**src/rtl/store_align.sv**
```systemverilog
// Store formatter: turns SB/SH/SW requests into word-aligned, lane-replicated memory writes through a 2-entry FIFO.
// Optional macro STORE_ALIGN_MISALIGN_TRAP_EN rejects misaligned SH/SW like reserved-size stores.
module store_align #(
    parameter int BIG_ENDIAN = 0
) (
    input  logic        clk,
    input  logic        rst_n,
    input  logic        in_valid,
    output logic        in_ready,
    input  logic [1:0]  in_size,
    input  logic [31:0] in_addr,
    input  logic [31:0] in_data,
    output logic        mem_valid,
    input  logic        mem_ready,
    output logic [31:0] mem_addr,
    output logic [31:0] mem_wdata,
    output logic [3:0]  mem_be,
    output logic        store_err,
    output logic [31:0] err_addr
);

    localparam logic BE_LANES = (BIG_ENDIAN != 0);

    typedef struct packed {
        logic [31:0] addr;
        logic [31:0] wdata;
        logic [3:0]  be;
    } entry_t;

    entry_t [1:0] fifo_q, fifo_d;
    logic [1:0]   count_q, count_d;
    logic         wr_ptr_q, wr_ptr_d;
    logic         rd_ptr_q, rd_ptr_d;
    logic         store_err_q, store_err_d;
    logic [31:0]  err_addr_q, err_addr_d;

    entry_t fmt;
    entry_t head;
    logic   fmt_reject;
    logic   accept;
    logic   push;
    logic   pop;

    // Formatting happens on the incoming request so the FIFO holds ready-to-write entries.
    always_comb begin
        fmt        = '0;
        fmt_reject = 1'b0;
        fmt.addr   = {in_addr[31:2], 2'b00};
        case (in_size)
            2'b00: begin
                fmt.wdata = {4{in_data[7:0]}};
                fmt.be    = BE_LANES ? (4'b1000 >> in_addr[1:0]) : (4'b0001 << in_addr[1:0]);
            end
            2'b01: begin
                fmt.wdata = {2{in_data[15:0]}};
                fmt.be    = (in_addr[1] ^ BE_LANES) ? 4'b1100 : 4'b0011;
`ifdef STORE_ALIGN_MISALIGN_TRAP_EN
                fmt_reject = in_addr[0];
`else
                fmt_reject = 1'b0;
`endif
            end
            2'b10: begin
                fmt.wdata = in_data;
                fmt.be    = 4'b1111;
`ifdef STORE_ALIGN_MISALIGN_TRAP_EN
                fmt_reject = |in_addr[1:0];
`else
                fmt_reject = 1'b0;
`endif
            end
            default: begin
                fmt_reject = 1'b1;
            end
        endcase
    end

    assign in_ready  = (count_q < 2'd2);
    assign mem_valid = (count_q != 2'd0);
    assign accept    = in_valid && in_ready;
    assign push      = accept && !fmt_reject;
    assign pop       = mem_valid && mem_ready;

    always_comb begin
        fifo_d      = fifo_q;
        count_d     = count_q;
        wr_ptr_d    = wr_ptr_q;
        rd_ptr_d    = rd_ptr_q;
        store_err_d = accept && fmt_reject;
        err_addr_d  = err_addr_q;

        if (push) begin
            fifo_d[wr_ptr_q] = fmt;
            wr_ptr_d         = ~wr_ptr_q;
        end
        if (pop) begin
            rd_ptr_d = ~rd_ptr_q;
        end
        case ({push, pop})
            2'b10:   count_d = count_q + 2'd1;
            2'b01:   count_d = count_q - 2'd1;
            default: count_d = count_q;
        endcase
        if (store_err_d) begin
            err_addr_d = in_addr;
        end
    end

    always_ff @(posedge clk or negedge rst_n) begin
        if (!rst_n) begin
            fifo_q      <= '0;
            count_q     <= 2'd0;
            wr_ptr_q    <= 1'b0;
            rd_ptr_q    <= 1'b0;
            store_err_q <= 1'b0;
            err_addr_q  <= 32'd0;
        end else begin
            fifo_q      <= fifo_d;
            count_q     <= count_d;
            wr_ptr_q    <= wr_ptr_d;
            rd_ptr_q    <= rd_ptr_d;
            store_err_q <= store_err_d;
            err_addr_q  <= err_addr_d;
        end
    end

    // Memory-side fields read as zero whenever nothing is presented.
    assign head      = fifo_q[rd_ptr_q];
    assign mem_addr  = mem_valid ? head.addr  : 32'd0;
    assign mem_wdata = mem_valid ? head.wdata : 32'd0;
    assign mem_be    = mem_valid ? head.be    : 4'd0;
    assign store_err = store_err_q;
    assign err_addr  = err_addr_q;

endmodule

```
**config.mk**
```make
export PLATFORM = sky130hd
export DESIGN_NAME = store_align
export DESIGN_NICKNAME = d
export VERILOG_FILES = /design/src/rtl/store_align.sv
export SDC_FILE = /design/constraint.sdc
export NUM_CORES = 1
export LEC_CHECK = 0
export ABC_AREA = 1
export BUFFER_PORTS_ARGS = -buffer_cell sky130_fd_sc_hd__buf_2
export CORE_MARGIN = 2
export CORE_UTILIZATION = 25
export DETAILED_ROUTE_END_ITERATION = 8
export PLACE_DENSITY = 0.51
export SLEW_MARGIN = 20
export SYNTH_ARGS = -nofsm -noshare
export SYNTH_HDL_FRONTEND = slang
export SYNTH_SLANG_ARGS = --single-unit
```
**constraint.sdc**
```tcl
create_clock -name clk -period 3.65 [get_ports clk]
set_clock_uncertainty 0.2 [all_clocks]
set_input_delay 0.73 -clock clk [delete_from_list [all_inputs] [get_ports clk]]
set_output_delay 0.73 -clock clk [all_outputs]
set_load 0.03 [all_outputs]
```
# After elaboration in Yosys (flattened, before gate mapping)
# Cells that the tools add are included.
# Widths: inputs -> output; s select.
# op_classes
addsub	2
bitwise	2
n_reduce_logical	9
eq_ne	4
n_lt_le_gt_ge	4
shift	1
muxes	12
# op_table
op	n
$mux 68	3
$bwmux 136	1
$pmux 36 s3	1
$demux 68 s1	1
$mux 32	2
$mux 4	2
$logic_and 1x1->1	5
$eq 2x1->1 const B	2
$eq 2x2->1 const B	2
$lt 1x2->1 const B	2
$pmux 2 s2	1
$reduce_bool 2->1	2
$shl 1x2->4 const A	1
$reduce_or 3->1	1
$add 2x1->2 const B	1
$logic_not 2->1	1
$lt 2x2->1 const B	1
$not 1->1	2
$sub 2x1->2 const B	1
$ge 1x1->1 const B	1
$mux 1	1
# word_totals
reg_bits	173
input_bits	70
output_inout_bits	103
wordCells	45

# Logic depth before layout (Yosys ltp)
# Gate-level depths: netlist of run 1.
# logic_depth
word_depth	5
mapped_depth	8
ltp_nobuf	7

# Worst setup path before layout of run 1
# OpenSTA, ideal clock, no wires.
# synth_timing
path_kind	register -> output
from	reg rd_ptr_q
to	out mem_addr[10]
n_path_buf	3
t_required_ns	2.720
setup_slack_ns	1.294
t_arrival_ns	1.426
stages_incl_launch_ff	7
cell_sequence	dfrtp_1 > clkbuf_1 > inv_1 > buf_2 > buf_2 > nand2_1 > a21oi_1
# synth_via
elab_chain_len	3
# synth_lines
item	line_no	source
start, declared	33	logic rd_ptr_q, rd_ptr_d;
start signal, assigned	121	rd_ptr_q <= rd_ptr_d;
$mux 68 (implied by the code) (2 in series)	128	assign head = fifo_q[rd_ptr_q];
$mux 32	129	assign mem_addr = mem_valid ? head.addr : 32'd0;
end, declared	15	output logic [31:0] mem_addr,
# No other way between the ends. The select of a mux whose other input is x is not followed.

# Worst setup path after layout of run 1
# layout_timing
from	reg rd_ptr_q
to	out mem_wdata[27]
# layout_via
elab_chain_len	3
# layout_lines
item	line_no	source
$mux 68 (implied by the code) (2 in series)	128	
$mux 32	130	assign mem_wdata = mem_valid ? head.wdata : 32'd0;
end, declared	16	output logic [31:0] mem_wdata,
# No other way between the ends. The select of a mux whose other input is x is not followed.

==> results of run 1 <==
-- logic make-up after synthesis --
kind of cell	count (synthesis)	share of synthesized area [%]
AOI/OAI and AO/OA	68	4.309
buffers and inverters	77	5.988
xor gates and xnor gates	2	0.2218
adders and majority gates	1	0.1584
DFF	169	53.54
and+or+nand+nor	725	35.74
other	1	0.04748
-- worst paths after layout --
check / endpoint / cells past startpoint / from / slack (ns)
worst max register to register: count_q[1]$_DFFE_PN0P_ / 7 / count_q[1]$_DFFE_PN0P_ / 1.56
worst min-delay path: fifo_q[133]$_DFFE_PN0P_ / 1 / rst_n / 0.10
max in group asynchronous: rd_ptr_q$_DFFE_PN0P_ / 2 / rst_n / 2.31
min in group clk: fifo_q[40]$_DFFE_PN0P_ / 2 / fifo_q[40]$_DFFE_PN0P_ / 0.27
worst min register to register: fifo_q[40]$_DFFE_PN0P_ / 2 / fifo_q[40]$_DFFE_PN0P_ / 0.27
worst max-delay path: mem_wdata[27] / 5 / rd_ptr_q$_DFFE_PN0P_ / 0.36
-- metal layers --
| metal | share of wire [%] | GRT usage, % |
|---|---|---|
| met1 | 46 | 21.46 |
| met2 | 47 | 26.25 |
| met3 | 5.7 | 3.811 |
| met4 | 1.6 | 4.000 |
| met5 | 0 | 0 |
-- sequential cells by signal, summed over array words and instances (netlist names) --
| register | flops |
|---|---|
| store_err | 1 |
| count_q | 2 |
| wr_ptr_q | 1 |
| rd_ptr_q | 1 |
| err_addr | 32 |
| fifo_q | 132 |
-- layout make-up --
type | instances | share of cell area (%)
Antenna cell | 2 | 0.05181
Sequential cell | 169 | 43.80
Timing Repair Buffer | 186 | 10.51
Inverter | 12 | 0.4663
Clock inverter | 14 | 2.189
Tap cell | 402 | 5.207
Clock buffer | 18 | 4.443
Multi-Input combinational cell | 798 | 33.34
-- worst max-delay path, cell delays in order (launching register included) --
cell,delay (ns)
dfrtp_2,0.66
inv_2,0.13
buf_4,0.51
nand2_1,0.10
a21oi_1,0.26
buf_2,0.26
-- power by group through the flow --
stage | Combinational (mW) | Clock [mW] | Sequential (mW)
2_1_floorplan | 2.78 | 0 | 3.42
3_3_place_gp | 4.28 | 0 | 3.24
3_5_place_dp | 4.32 | 0 | 3.24
4_1_cts | 4.33 | 2.09 | 3.23
5_1_grt | 4.72 | 2.16 | 3.34
6_report | 4.25 | 2.01 | 3.22
-- cell usage after synthesis --
cell	instances	area, um2
a21oi_1	66	330.3
buf_2	33	165.2
buf_4	4	30.03
buf_6	17	191.4
clkbuf_1	11	41.29
conb_1	1	3.750
dfrtp_1	169	4229
ha_1	1	12.51
inv_1	8	30.03
inv_2	4	15.01
nand2_1	662	2485
nand2_2	2	12.51
nand3_1	49	245.2
nand3_2	1	10.01
nand3_4	1	17.52
nand4_1	1	6.260
nor2_1	4	15.01
nor2_2	4	25.02
o21ai_0	2	10.01
or2_2	1	6.260
xnor2_1	1	8.760
xor2_1	1	8.760
-- metrics by stage --
stage / total power [mW] / cell area [um2] / instances / hold slack (ns)
final: 9.482 / 9659 / 1601 / 0.1041
after CTS: 9.648 / 9654 / 1599 / 0.1218
after global placement: 7.524 / 9014 / 1567 / 0.2536
after global routing: 10.22 / 9654 / 1599 / 0.1452
after detailed placement: 7.569 / 9014 / 1567 / 0.2585
after floorplan: 6.200 / 7903 / 1044 / 0.2344
==> results.yml, run 1 <==
sta:
  final.setup.tns_ns: 0
  fin_crit_sh_pct: 90.01
  worst_slew_pin_slew_ns: 0.7538
  timing.fmax_ghz: 0.3044
  final.min_clock_period_ns: 3.286
  hold_violations: 0
  setup_violations: 0
  grt_setup_unrepaired: "false"
  slew_headroom_pct: 49.74
  layout_setup_ws_ns: 0.3645
  drv_slew: 0
floorplanning:
  dieArea_mm2: 0.03303
  ios: 173
  rows: 65
  die_width_um: 181.8
  start_util_pct: 25.23
  core_area_mm2: 0.03131
  die_h_um: 181.8
power:
  swShare_pct: 46.68
  irDropWorstVdd_uv: 401.8
  power_frac_clock_pct: 21.2
  p_leak_nw: 5.305
  pwr-share-seq_pct: 34.0
  p_sw_mw: 4.426
  cell_internal_pwr_mw: 5.056
  powerDensity_mw_per_mm2: 981.6
  pwr-share-comb_pct: 44.8
job:
  maxCapViolCount: 0
synth:
  postSynthCellCount: 1043
  synth_seq_cells: 169
  yosysSeqAreaShare_pct: 53.54
  synth_area_mm2: 0.007899
  yosysUniqueCellTypes: 22
  avgSynthCellArea_um2: 7.573
  yosysWarningCount: 0
finish:
  ff_latch_area_mm2: 0.004230
  multi_input_area_mm2: 0.003221
  fin_util_pct: 30.85
  syn2layout_area_growth_pct: 22.29
  mostFrequentLayoutCells: "661 x nand2_1, 169 x buf_2, 168 x dfrtp_1, 66 x a21oi_1, 49 x nand3_1"
  fillers: 3421
  final_common_cell: "nand2_1"
  nNetsFinal: 1255
  drive_above_1_share_pct: 19.55
route:
  routed_wl_um: 25770
  first_pass_iters: 5
  vias: 7057
  wire_per_inst_um: 16.10
  drc: 0
  ant_nets: 0
  drt_iter0_markers: 469
  routed_via_density: 4.408
place:
  dpl_worst_slack_ns: 0.7982
  hpwl_um: 16410
  port_buffers: 170
  gp_congestion: 0.7804
grt:
  antenna_found_initial: 2
  grt_pass1_wl_um: 40900
  grt_pass1_vias: 7072
  grt_max_degree: 69
  grt_overflow: 0
  globalRouteTotalUtil_pct: 16.06
clocking:
  post_cts_buffers: 0
  cts_tree: "yes"
  cts_inserted_buffers: 17
  cts_resized: 0
  cts.sinks: 169
  clkSlewWorstSetupHoldPaths_ns: 0.07
  htree_levels: 4
  clk_latency_ns: 0.41
  hold_buffers: 0
  clockRootBuffer: "clkbuf_16"
  clock_path_buffers: 2
worst_hold_path:
  hp-class: "in2async"
outcome:
  status: "finished, final reports clean"
worst_setup_path:
  cp.arrival_ns: 2.36
  crit_path_max_fanout: 44
  worstPathRequired_ns: 2.72
  endpoint_kind: "output pin"
  critPathKind: "reg2out"
  start_kind: "flop"
(Power assumes the default switching activity.)
==> inputs of run 2 (changes only) <==
--- a/config.mk
+++ b/config.mk
@@ -11,6 +11,7 @@
 export CORE_UTILIZATION = 25
 export DETAILED_ROUTE_END_ITERATION = 8
 export PLACE_DENSITY = 0.51
+export RECOVER_POWER = 50
 export SLEW_MARGIN = 20
 export SYNTH_ARGS = -nofsm -noshare
 export SYNTH_HDL_FRONTEND = slang
==> results.yml, run 2 (synthesis results as in run 1) <==
floorplanning:
  core_area_mm2: 0.03131
  die_width_um: 181.8
  rows: 65
  ios: 173
  dieArea_mm2: 0.03303
  die_h_um: 181.8
  start_util_pct: 25.23
sta:
  fin_crit_sh_pct: 90.06
  final.setup.tns_ns: 0
  timing.fmax_ghz: 0.3042
  drv_slew: 69
  hold_slack_ns: 0.2714
  final.min_clock_period_ns: 3.287
  worst_slew_pin_slew_ns: 1.808
  slew_headroom_pct: -20.51
  grt_setup_unrepaired: "false"
  layout_setup_ws_ns: 0.3627
  hold_violations: 0
  setup_violations: 0
clocking:
  cts_tree: "yes"
  cts_resized: 0
  cts.sinks: 169
  clk_latency_ns: 0.41
  clockRootBuffer: "clkbuf_16"
  hold_buffers: 0
  clkSlewWorstSetupHoldPaths_ns: 0.07
  htree_levels: 4
  post_cts_buffers: 0
  cts_inserted_buffers: 17
  clock_path_buffers: 2
grt:
  grt_max_degree: 69
  grt_pass1_vias: 7072
  antenna_found_initial: 2
  grt_pass1_wl_um: 40900
  globalRouteTotalUtil_pct: 16.06
  grt_overflow: 0
finish:
  final_common_cell: "nand2_1"
  syn2layout_area_growth_pct: 21.37
  nNetsFinal: 1255
  regMostFlops: "fifo_q"
  largest_reg_flops: 132
  fin_util_pct: 30.62
  stdcell_count: 1601
  mostFrequentLayoutCells: "663 x nand2_1, 168 x dfrtp_1, 143 x buf_2, 66 x a21oi_1, 50 x nand3_1"
  drive_above_1_share_pct: 16.88
  design_area_mm2: 0.009587
power:
  p_sw_mw: 4.429
  powerDensity_mw_per_mm2: 984.9
  power_frac_clock_pct: 21.3
  pwr-share-seq_pct: 34.2
  total_power_mw: 9.442
  irDropWorstVdd_uv: 402.2
  p_leak_nw: 5.206
  pwr-share-comb_pct: 44.5
  cell_internal_pwr_mw: 5.012
  swShare_pct: 46.91
worst_setup_path:
  cp_cell_sequence: "inv_2 -> buf_4 -> nand2_1 -> a21oi_1 -> buf_2"
  cp-startpoint: "rd_ptr_q$_DFFE_PN0P_"
  r2r_start: "count_q[1]$_DFFE_PN0P_"
  cp_slowest_stage_delay_ns: 0.66
  endpoint_kind: "output pin"
  slowest_stage: "dfrtp_2"
  start_kind: "flop"
  critPathBufInv: 3
  critPathKind: "reg2out"
  crit_path_max_fanout: 44
  cp.arrival_ns: 2.36
  worstPathRequired_ns: 2.72
  path_delay_family: "buffers and inverters"
route:
  vias: 7050
  drt_iter0_markers: 463
  routed_wl_um: 25810
  ant_nets: 0
  first_pass_iters: 5
  routed_via_density: 4.403
  wire_per_inst_um: 16.12
  drc: 0
place:
  dpl_worst_slack_ns: 0.7982
  place_area_mm2: 0.009014
  port_buffers: 170
  gp_congestion: 0.7804
  dp_cells: 1567
  hpwl_um: 16410
job:
  maxCapViolCount: 1
outcome:
  violations: "capacitance limit, slew limit"
  status: "finished, violations left"
worst_hold_path:
  hp-class: "reg2reg"
  min-delay-start: "fifo_q[40]$_DFFE_PN0P_"
run 2: cell types whose count changed in the layout (fill, tap and decap cells not counted), sizes merged:
cell,change
clkbuf,+31
buf,-31
run 2: area by class of cell:
type / instances / area [um2]
Antenna cell: 2 / 5.005
Clock buffer: 18 / 429.2
Clock inverter: 14 / 211.5
Fill cell: 3436 / 21720
Inverter: 12 / 45.04
Multi-Input combinational cell: 798 / 3208
Sequential cell: 169 / 4230
Tap cell: 402 / 503.0
Timing Repair Buffer: 186 / 954.7
run 2: worst min-delay path: cells and delay by family, from the launching register on:
kind          cells  cell delay [ns]
flops             1             0.34
simple gates      2             0.10
run 2: worst paths after layout:
| check | depth (start not counted) | slack, ns | end |
|---|---|---|---|
| max reg2reg | 7 | 1.30 | fifo_q[76]$_DFFE_PN0P_ |
| min | 2 | 0.27 | fifo_q[40]$_DFFE_PN0P_ |
| min reg2reg | 2 | 0.27 | fifo_q[40]$_DFFE_PN0P_ |
| min in group asynchronous | 1 | 0.57 | fifo_q[133]$_DFFE_PN0P_ |
| max | 5 | 0.36 | mem_wdata[27] |
| max in group asynchronous | 2 | 0.78 | err_addr[6]$_DFFE_PN0P_ |
run 2: layer usage:
layer / vias up / track usage, % / part of all wire, %
met5: - / 0 / 0
met4: 0 / 4.000 / 1.6
met3: 23 / 3.811 / 5.6
met1: 3341 / 21.46 / 46
met2: 197 / 26.25 / 47
li1: 3489 / - / -
run 2: power groups by stage:
stage | clock, mW | combinational [mW] | sequential, mW
after floorplan | 0 | 2.78 | 3.42
after global placement | 0 | 4.28 | 3.24
after detailed placement | 0 | 4.32 | 3.24
after CTS | 2.09 | 4.33 | 3.23
after global routing | 2.16 | 4.68 | 3.34
final | 2.01 | 4.20 | 3.23
==> inputs of run 3 (changes only) <==
--- a/config.mk
+++ b/config.mk
@@ -7,10 +7,12 @@
 export LEC_CHECK = 0
 export ABC_AREA = 1
 export BUFFER_PORTS_ARGS = -buffer_cell sky130_fd_sc_hd__buf_2
+export CELL_PAD_IN_SITES_DETAIL_PLACEMENT = 1
+export CELL_PAD_IN_SITES_GLOBAL_PLACEMENT = 1
 export CORE_MARGIN = 2
 export CORE_UTILIZATION = 25
 export DETAILED_ROUTE_END_ITERATION = 8
-export PLACE_DENSITY = 0.51
+export PLACE_DENSITY = 0.63
 export RECOVER_POWER = 50
 export SLEW_MARGIN = 20
 export SYNTH_ARGS = -nofsm -noshare
==> results.yml, run 3 (synthesis results as in run 1) <==
floorplanning:
  die_h_um: 181.8
  dieArea_mm2: 0.03303
  ios: 173
  die_width_um: 181.8
  start_util_pct: 25.23
  rows: 65
  core_area_mm2: 0.03131
route:
  drc: 0
  wire_per_inst_um: 16.65
  drt_iter0_markers: 390
  vias: 7142
  first_pass_iters: 4
  ant_nets: 0
  routed_wl_um: 26670
  routed_via_density: 4.458
sta:
  timing.fmax_ghz: 0.3166
  hold_slack_ns: 0.2712
  final.setup.tns_ns: 0
  setup_violations: 0
  worst_slew_pin_slew_ns: 1.889
  final.min_clock_period_ns: 3.159
  drv_slew: 135
  slew_headroom_pct: -25.92
  grt_setup_unrepaired: "false"
  hold_violations: 0
  fin_crit_sh_pct: 86.54
worst_hold_path:
  hp-class: "reg2reg"
power:
  powerDensity_mw_per_mm2: 976.5
  p_leak_nw: 5.261
  irDropWorstVdd_uv: 315.2
clocking:
  cts_tree: "yes"
  htree_levels: 4
  clk_latency_ns: 0.43
  clkSlewWorstSetupHoldPaths_ns: 0.07
  hold_buffers: 0
  clock_path_buffers: 2
  cts_inserted_buffers: 17
  cts_resized: 0
  clockRootBuffer: "clkbuf_16"
  cts.sinks: 169
  post_cts_buffers: 0
outcome:
  violations: "capacitance limit, slew limit"
  status: "finished, violations left"
worst_setup_path:
  path_delay_family: "buffers and inverters"
  cp.arrival_ns: 2.23
  start_kind: "flop"
  critPathKind: "reg2out"
  slowest_stage: "dfrtp_2"
  critPathBufInv: 3
  cp_slowest_stage_delay_ns: 0.63
  cp_cell_sequence: "inv_2 -> buf_4 -> nand2_1 -> a21oi_1 -> buf_2"
  worstPathRequired_ns: 2.72
  crit_path_max_fanout: 35
  endpoint_kind: "output pin"
finish:
  nNetsFinal: 1258
  fin_util_pct: 30.53
  fillers: 3895
  design_area_mm2: 0.009560
  syn2layout_area_growth_pct: 21.04
  drive_above_1_share_pct: 19.08
  antenna_cells: 0
  final_common_cell: "nand2_1"
  regMostFlops: "fifo_q"
  mostFrequentLayoutCells: "662 x nand2_1, 168 x dfrtp_1, 168 x buf_2, 66 x a21oi_1, 50 x nand3_1"
  largest_reg_flops: 132
  stdcell_count: 1602
grt:
  globalRouteTotalUtil_pct: 16.70
  antenna_found_initial: 1
  grt_overflow: 0
  grt_max_degree: 70
  grt_pass1_wl_um: 42710
  grt_pass1_vias: 7442
place:
  dp_cells: 1570
  port_buffers: 170
  hpwl_um: 17620
  gp_congestion: 0.7781
  place_area_mm2: 0.009036
job:
  maxCapViolCount: 3
## run 3: layout make-up
| class | instances | area [um2] | area share, % |
|---|---|---|---|
| Clock buffer | 17 | 425.4 | 4.450 |
| Clock inverter | 15 | 155.1 | 1.623 |
| Inverter | 12 | 45.04 | 0.4711 |
| Multi-Input combinational cell | 798 | 3203 | 33.50 |
| Sequential cell | 169 | 4230 | 44.25 |
| Tap cell | 402 | 503.0 | 5.261 |
| Timing Repair Buffer | 189 | 998.5 | 10.44 |
## run 3: path summary, 6_finish.rpt
| check | startpoint | to | slack, ns | cells after the start |
|---|---|---|---|---|
| setup / recovery | rd_ptr_q$_DFFE_PN0P_ | mem_be[2] | 0.49 | 5 |
| hold / removal | fifo_q[65]$_DFFE_PN0P_ | fifo_q[65]$_DFFE_PN0P_ | 0.27 | 2 |
| setup reg to reg | count_q[1]$_DFFE_PN0P_ | fifo_q[58]$_DFFE_PN0P_ | 0.77 | 6 |
| hold reg to reg | fifo_q[65]$_DFFE_PN0P_ | fifo_q[65]$_DFFE_PN0P_ | 0.27 | 2 |
| max in group asynchronous | rst_n | rd_ptr_q$_DFFE_PN0P_ | 1.00 | 2 |
| min in group asynchronous | rst_n | err_addr[6]$_DFFE_PN0P_ | 0.59 | 1 |
## run 3: report_power, final
| group | switching (mW) | total, mW | leakage, nW | internal, mW |
|---|---|---|---|---|
| registers | 0.507 | 3.21 | 2.13 | 2.70 |
| clock network | 0.866 | 1.83 | 0.274 | 0.969 |
| logic | 3.11 | 4.29 | 2.85 | 1.19 |
| total | 4.48 | 9.34 | 5.26 | 4.86 |
## run 3: layer usage
layer	up-vias	wire, um	share of wire (%)	track usage (%)
li1	3490	-	-	-
met1	3492	12400	46	21.85
met2	132	12650	47	27.43
met3	26	1198	4.5	3.971
met4	2	410	1.5	5.073
met5	-	12	0.045	0
## run 3: worst min-delay path, stage by stage, from the launching register on
cell and delay [ns]:
dfrtp_1 0.35, nand2_1 0.05, nand2_1 0.04
## run 3: stage by stage
stage	power, mW	setup slack (ns)
2_1_floorplan	6.200	1.294
3_3_place_gp	7.547	0.9421
3_5_place_dp	7.645	0.8885
4_1_cts	9.533	0.4205
5_1_grt	10.08	0.2904
6_report	9.336	0.4911
